`src/rtl/divider_scheduler.sv`:
```
// rtl/divider_scheduler.sv - shared prescaler with programmable divide channels and a valid/ready config port
module divider_scheduler #(
    parameter int NUM_CH = 4,
    parameter int CW     = 32,
    parameter int PRE    = 100000,
    parameter int CHW    = (NUM_CH > 1) ? $clog2(NUM_CH) : 1
) (
    input  logic              clk,
    input  logic              rst_n,
    input  logic              pause,
    input  logic              cfg_valid,
    output logic              cfg_ready,
    input  logic [CHW-1:0]    cfg_ch,
    input  logic [CW-1:0]     cfg_upto,
    input  logic              cfg_en,
    output logic              cfg_err,
    output logic [NUM_CH-1:0] tick,
    output logic [NUM_CH-1:0] div_clk
);

    localparam int PW = (PRE > 1) ? $clog2(PRE) : 1;
    localparam logic [PW-1:0]  LP_PRE_LAST = PW'(PRE - 1);
    localparam logic [CHW:0]   LP_NCH      = (CHW + 1)'(NUM_CH);

    typedef enum logic {
        S_IDLE  = 1'b0,
        S_APPLY = 1'b1
    } state_t;

    state_t              r_state;
    logic                r_ready;
    logic                r_err;
    logic [CHW-1:0]      r_ch;
    logic [CW-1:0]       r_new_upto;
    logic                r_new_en;

    logic [PW-1:0]       r_pre;
    logic [CW-1:0]       r_cnt  [NUM_CH];
    logic [CW-1:0]       r_upto [NUM_CH];
    logic [NUM_CH-1:0]   r_en;
    logic [NUM_CH-1:0]   r_tick;
    logic [NUM_CH-1:0]   r_div;

    logic                w_base_tick;
    logic                w_ch_ok_in;
    logic [NUM_CH-1:0]   w_apply_hit;

    assign w_base_tick = !pause && (r_pre == LP_PRE_LAST);
    assign w_ch_ok_in  = ({1'b0, cfg_ch} < LP_NCH);

    assign cfg_ready = r_ready;
    assign cfg_err   = r_err;
    assign tick      = r_tick;
    assign div_clk   = r_div;

    // Free-running prescaler; frozen while paused, wraps on the base tick.
    always_ff @(posedge clk) begin
        if (!rst_n) begin
            r_pre <= '0;
        end else if (w_base_tick) begin
            r_pre <= '0;
        end else if (!pause) begin
            r_pre <= r_pre + 1'b1;
        end
    end

    // Config handshake: accept in IDLE, write the channel in APPLY; cfg_err is high during APPLY of a bad channel.
    always_ff @(posedge clk) begin
        if (!rst_n) begin
            r_state    <= S_IDLE;
            r_ready    <= 1'b0;
            r_err      <= 1'b0;
            r_ch       <= '0;
            r_new_upto <= '0;
            r_new_en   <= 1'b0;
        end else begin
            case (r_state)
                S_IDLE: begin
                    r_ready <= 1'b1;
                    r_err   <= 1'b0;
                    if (cfg_valid && r_ready) begin
                        r_state    <= S_APPLY;
                        r_ready    <= 1'b0;
                        r_ch       <= cfg_ch;
                        r_new_upto <= cfg_upto;
                        r_new_en   <= cfg_en;
                        r_err      <= !w_ch_ok_in;
                    end
                end
                S_APPLY: begin
                    r_state <= S_IDLE;
                    r_ready <= 1'b1;
                    r_err   <= 1'b0;
                end
                default: begin
                    r_state <= S_IDLE;
                    r_ready <= 1'b0;
                    r_err   <= 1'b0;
                end
            endcase
        end
    end

    // Decode which channel (if any) is being written this cycle; an out-of-range index matches none.
    always_comb begin
        w_apply_hit = '0;
        for (int i = 0; i < NUM_CH; i++) begin
            if ((r_state == S_APPLY) && (r_ch == CHW'(i))) begin
                w_apply_hit[i] = 1'b1;
            end
        end
    end

    // Per-channel divide counters; a config write takes priority over a coincident base tick.
    always_ff @(posedge clk) begin
        if (!rst_n) begin
            for (int i = 0; i < NUM_CH; i++) begin
                r_cnt[i]  <= '0;
                r_upto[i] <= '0;
            end
            r_en   <= '0;
            r_tick <= '0;
            r_div  <= '0;
        end else begin
            for (int i = 0; i < NUM_CH; i++) begin
                r_tick[i] <= 1'b0;
                if (w_apply_hit[i]) begin
                    r_upto[i] <= r_new_upto;
                    r_en[i]   <= r_new_en;
                    r_cnt[i]  <= '0;
                    if (!r_new_en) begin
                        r_div[i] <= 1'b0;
                    end
                end else if (!r_en[i]) begin
                    r_cnt[i] <= '0;
                    r_div[i] <= 1'b0;
                end else if (w_base_tick) begin
                    if (r_cnt[i] == r_upto[i]) begin
                        r_cnt[i]  <= '0;
                        r_div[i]  <= ~r_div[i];
                        r_tick[i] <= 1'b1;
                    end else begin
                        r_cnt[i] <= r_cnt[i] + 1'b1;
                    end
                end
            end
        end
    end

endmodule

```
`config.mk`:
```
export PLATFORM = sky130hd
export DESIGN_NAME = divider_scheduler
export DESIGN_NICKNAME = d
export VERILOG_FILES = /design/src/rtl/divider_scheduler.sv
export SDC_FILE = /design/constraint.sdc
export NUM_CORES = 1
export LEC_CHECK = 0
export ABC_AREA = 1
export ABC_CLOCK_PERIOD_IN_PS = 2600
export BUFFER_PORTS_ARGS = -buffer_cell sky130_fd_sc_hd__buf_2
export CORE_AREA = 2 2 243 245
export DETAILED_ROUTE_END_ITERATION = 8
export DIE_AREA = 0 0 245 247
export GPL_ROUTABILITY_DRIVEN = 0
export SLEW_MARGIN = 10
export SYNTH_ARGS = -nofsm -noshare
export SYNTH_HDL_FRONTEND = slang
export SYNTH_SLANG_ARGS = --single-unit
```
`constraint.sdc`:
```
create_clock -name clk -period 2.6 [get_ports clk]
set_input_delay 0 -clock clk [delete_from_list [all_inputs] [get_ports clk]]
set_output_delay 0 -clock clk [all_outputs]
set_load 0.05 [all_outputs]
```
Word-level counts from Yosys, hierarchy flattened
Memory sizes are Yosys's and may differ from the RTL's.
Index checks and enable logic that the tools add are counted.
{"block": "op_classes", "mux": 122, "n_addsub": 5, "eq_ne": 20, "bitwise": 26, "reduce_logical": 14}
{"operator": "32-bit 2-to-1 mux", "n": 20}
{"operator": "32-bit by 1-bit adder with 32-bit output, second input constant", "n": 4}
{"operator": "32-bit equality test", "n": 4}
{"operator": "1-bit 2-to-1 mux", "n": 100}
{"operator": "3-bit by 1-bit inequality test with 1-bit output, second input constant", "n": 8}
{"operator": "1-bit bitwise OR", "n": 20}
{"operator": "17-bit by 1-bit adder with 17-bit output, second input constant", "n": 1}
{"operator": "17-bit equality test, second input constant", "n": 1}
{"operator": "3-bit AND reduction", "n": 4}
{"operator": "2-bit inequality test, second input constant", "n": 4}
{"operator": "1-bit logical AND", "n": 6}
{"operator": "1-bit NOT", "n": 6}
{"operator": "2-bit equality test, second input constant", "n": 2}
{"operator": "1-bit one-hot mux with 2 select lines", "n": 2}
{"operator": "2-bit by 1-bit equality test with 1-bit output, second input constant", "n": 1}
{"operator": "2-bit zero test", "n": 1}
{"operator": "2-bit AND reduction", "n": 1}
{"operator": "2-bit OR reduction", "n": 1}
{"operator": "1-bit zero test", "n": 1}
{"block": "word_totals", "reg_bits": 66, "ramBits": 256, "mem_count": 2, "elab_cells": 204}
{"memory": "r_cnt", "words": 4, "word_bits": 32, "read_ports": 4, "rd_ports_with_merged_regs": 0, "wr": 4, "line": "38", "source": "logic [CW-1:0] r_cnt [NUM_CH];"}
{"memory": "r_upto", "words": 4, "word_bits": 32, "read_ports": 4, "rd_ports_with_merged_regs": 0, "wr": 4, "line": "39", "source": "logic [CW-1:0] r_upto [NUM_CH];"}

Logic depth before layout (Yosys ltp)
{"block": "logic_depth", "depth_word": 10, "mapped_depth": 14}

Least setup slack after synthesis
No wires, ideal clock.
{"block": "synth_path", "kind": "register to register", "start": "register r_pre[0]", "end": "memory r_cnt[1][0] (enable)", "setup_slack_ps": 226, "setup_ps": 389, "path_stages_with_launch": 8, "required_ps": 2211, "synth_period_minus_slack_ps": 2374, "t_arrival_ps": 1985, "path_cell_list": "dfxtp_1 > ha_1 > inv_1 > nor3_1 > nand3_4 > nand2_1 > inv_1 > nand2_1"}
{"item": "from (decl)", "line": "37", "source": "logic [PW-1:0] r_pre;"}
{"item": "from (signal assigned)", "line": "63", "source": "r_pre <= r_pre + 1'b1;"}
{"item": "to (decl)", "line": "38"}

==> results.sh <==
export IMPL_io_pins=49
export IMPL_drv_cap=0
export IMPL_dp_hpwl_mm=32.1
export IMPL_start_kind="register"
export IMPL_clock_path_buffers=3
export IMPL_swShare=0.225
export IMPL_r2r_slack_ps=360
export IMPL_drive_gt1_frac=0.0809
export IMPL_post_cts_buffers=0
export IMPL_synth_nets=2157
export IMPL_leakage_nw=7.67
export IMPL_num_rows=89
export IMPL_syn_to_final_growth_pct=16.5
export IMPL_cp_top_family="simple AND/OR/NAND/NOR gates"
export IMPL_worstSetupPathType="register to register"
export IMPL_total_power_w=0.0116
export IMPL_worstSkewPairLatency_ps=560
export IMPL_grtUsageMet3=0.0186
export IMPL_drc=0
export IMPL_path_buf_inv=3
export IMPL_hold_violations=0
export IMPL_grt_busiest_layer="met2"
export IMPL_synth_flop_cell="edfxtp_1"
export IMPL_path_max_fanout=9
export IMPL_fin_crit_sh=0.863
export IMPL_drv_slew=0
export IMPL_crit_slowest_cell="dfxtp_1"
export IMPL_avgSynthCellArea_sq_um=8.13
export IMPL_grt_pass1_wl_mm=68.7
export IMPL_fill_cells=5942
export IMPL_pre_cts_ws_ps=327
export IMPL_wirelength_mm=43.9
export IMPL_setup_viol=0
export IMPL_ys_warn_count=0
export IMPL_netlist_area_leader_share=0.448
export IMPL_p_seq_frac=0.489
export IMPL_fin_setup_tns_ps=0
export IMPL_die_area_sq_um=60500
export IMPL_first_pass_iters=5
export IMPL_cts_tree="yes"
export IMPL_use_met1=0.185
export IMPL_htreeDepth=2
export IMPL_post_drt_wl_per_cell_um=14.6
export IMPL_worstPathArrival_ps=2650
export IMPL_critical_path_max_stage_delay_ps=370
export IMPL_vias=13367
export IMPL_nets=2252
export IMPL_mappedNetlistArea_sq_um=17200
export IMPL_power_frac_clock=0.468
export IMPL_syn_inst=2113
export IMPL_grt_antenna_before_repair=1
export IMPL_period_minus_slack_ps=2240
export IMPL_p_switching_w=0.00262
export IMPL_crit_chain="ha_1, inv_1, nor3_1, nand3_4, nor2_1, inv_1, a21oi_2, buf_4, nand2_1, nor2_1"
export IMPL_status="completed"
export IMPL_yosys_area_top_type="edfxtp_1"
export IMPL_async_flop_share=0
export IMPL_die_y_um=247
export IMPL_diodes=0
export IMPL_port_buffers=47
export IMPL_seq_area_frac_synth=0.525
export IMPL_ant_nets=0
export IMPL_cts_root_buffer="clkbuf_16"
export IMPL_p_comb_frac=0.042
export IMPL_ir_worst_vdd_mv=0.411
export IMPL_core_sq_um=58200
export IMPL_synth_area_leaders="edfxtp_1 45%, nand2_1 12%, nor2_1 9.1%"
export IMPL_fmax_ghz=0.446
export IMPL_synth_distinct_cells=46
export IMPL_fp_dieW_um=245
export IMPL_vias_per_cell=4.44
export IMPL_met2_usage=0.246
export IMPL_synth_seq_cells=322
export IMPL_power_density_nw_per_um2=582
export IMPL_grt_pass1_vias=12750
export IMPL_slew_headroom=0.275
export IMPL_overflow=0
export IMPL_start_util=0.295
export IMPL_worst_pin_slew_ps=1090
export IMPL_final_area_sq_um=20000
export IMPL_synth_edf_count=256
export IMPL_cts_sinks=322
export IMPL_path_clk_slew_ps=60
export IMPL_cts_buffers=36
export IMPL_grt_max_degree=36
export IMPL_rsz0062_at_grt="false"
export IMPL_cp_end_kind="register"
export IMPL_required_ps=3000
export IMPL_drt_iter0_drc=939
export IMPL_internal_power_w=0.00903
export IMPL_placed_area_sq_um=18400
export IMPL_clock_skew_ps=24.9
export IMPL_fin_ws_ps=356
export IMPL_grt_usage=0.145
export IMPL_hold_path_class="input port to register"
==> layout by cell type, fill, tap and decap left out, types with 7 or more instances in the layout <==
| master | netlist | final |
|---|---|---|
| nor3b_1 | 7 | 7 |
| dfxtp_1 | 66 | 66 |
| xnor2_1 | 82 | 82 |
| inv_1 | 306 | 306 |
| nor2_1 | 415 | 415 |
| nand3_1 | 76 | 76 |
| nor2_2 | 17 | 17 |
| o21ai_0 | 48 | 48 |
| xor2_1 | 49 | 49 |
| edfxtp_1 | 256 | 256 |
| dlygate4sd3_1 | 0 | 37 |
| clkbuf_16 | 0 | 42 |
| buf_4 | 7 | 16 |
| nand2_1 | 568 | 568 |
| nor3_1 | 41 | 41 |
| or2_2 | 7 | 7 |
| buf_2 | 13 | 47 |
| nand4_1 | 41 | 41 |
| and2_1 | 8 | 8 |
| a21oi_1 | 24 | 24 |
==> area by class of cell <==
cell class,count,area (sq um),share of cell area
flip-flops and latches,322,9010,0.450
multi-input cells,1431,6760,0.338
inverters,312,1170,0.0585
clock buffers,49,1110,0.0553
well taps,773,967,0.0483
repair buffers,105,826,0.0413
clock inverters,17,170,0.00851
==> routing by layer <==
metal | vias to the layer above | routed length, um
li1 | 6819 | -
met1 | 6188 | 19500
met2 | 274 | 20800
met3 | 84 | 1830
met4 | 2 | 1710
met5 | - | 13
==> registers in the layout (all words and copies together), names as in the netlist <==
signal	cells
cfg_ready	1
r_new_upto	32
r_state	1
r_en	4
r_cnt	128
r_ch	2
r_new_en	1
div_clk	4
r_pre	17
r_upto	128
tick	4
==> tightest hold or removal path, cell delays in order <==
cell and delay, ps:
buf_2 70, nand2_1 130, nor2_1 180, nor2_1 130
==> per-stage QoR <==
stage,hold slack (ps),cells,util
2_1_floorplan,113,2113,-
3_3_place_gp,204,2906,0.315
3_5_place_dp,210,2906,0.315
4_1_cts,36.2,3009,0.344
5_1_grt,81.1,3009,0.344
6_report,44.6,3009,0.344
==> cell families after synthesis <==
family          Yosys count  share of synthesized area
simple gates           1206                      0.295
buf+inv                 360                     0.0820
flops                   322                      0.525
xor+xnor                131                     0.0668
compound gates           88                     0.0275
fa+ha+maj                 5                    0.00364
other cells               1                   0.000218
==> what timing repair did <==
item                      in CTS  in global routing
hold endpoints to repair      49                  0
resized for setup              0                  0
hold buffers                  37                  0
==> worst paths after layout <==
kind | start | to | depth (start not counted)
worst min register to register | r_pre[13]$_SDFFE_PP0N_ | r_pre[13]$_SDFFE_PP0N_ | 2
worst max-delay path | r_pre[1]$_SDFFE_PP0N_ | r_cnt[3][31]$_SDFFCE_PN0P_ | 10
worst min-delay path | cfg_valid | cfg_ready$_SDFF_PN0_ | 4
worst max register to register | r_pre[1]$_SDFFE_PP0N_ | r_cnt[3][31]$_SDFFCE_PN0P_ | 10
==> Yosys cell counts, types with 2 or more instances <==
| library cell | n |
|---|---|
| dfxtp_1 | 66 |
| buf_4 | 7 |
| o21bai_1 | 4 |
| edfxtp_1 | 256 |
| o21ai_0 | 48 |
| inv_1 | 306 |
| o21a_1 | 2 |
| nor2_4 | 4 |
| nand3_1 | 76 |
| nand2_2 | 5 |
| xor2_1 | 49 |
| clkbuf_2 | 5 |
| nor2_2 | 17 |
| ha_1 | 5 |
| xnor2_1 | 82 |
| nor2b_1 | 2 |
| a21oi_1 | 24 |
| nand3b_4 | 3 |
| nand4_1 | 41 |
| nor3_2 | 2 |
| and2_1 | 8 |
| o21ai_1 | 3 |
| nor2_1 | 415 |
| nor3b_1 | 7 |
| a31oi_1 | 3 |
| clkbuf_1 | 22 |
| or2_2 | 7 |
| nand3_2 | 3 |
| buf_2 | 13 |
| inv_2 | 5 |
| nor3_1 | 41 |
| nand2_1 | 568 |
==> power groups by stage <==
stage / sequential, W / clock (W) / combinational, W
floorplan: 0.00579 / 0 / 0.000270
global placement: 0.00581 / 0 / 0.000445
detailed placement: 0.00581 / 0 / 0.000451
CTS: 0.00570 / 0.00558 / 0.000496
global route: 0.00571 / 0.00575 / 0.000544
finish: 0.00570 / 0.00545 / 0.000495
Power figures use the tool's default switching activity.
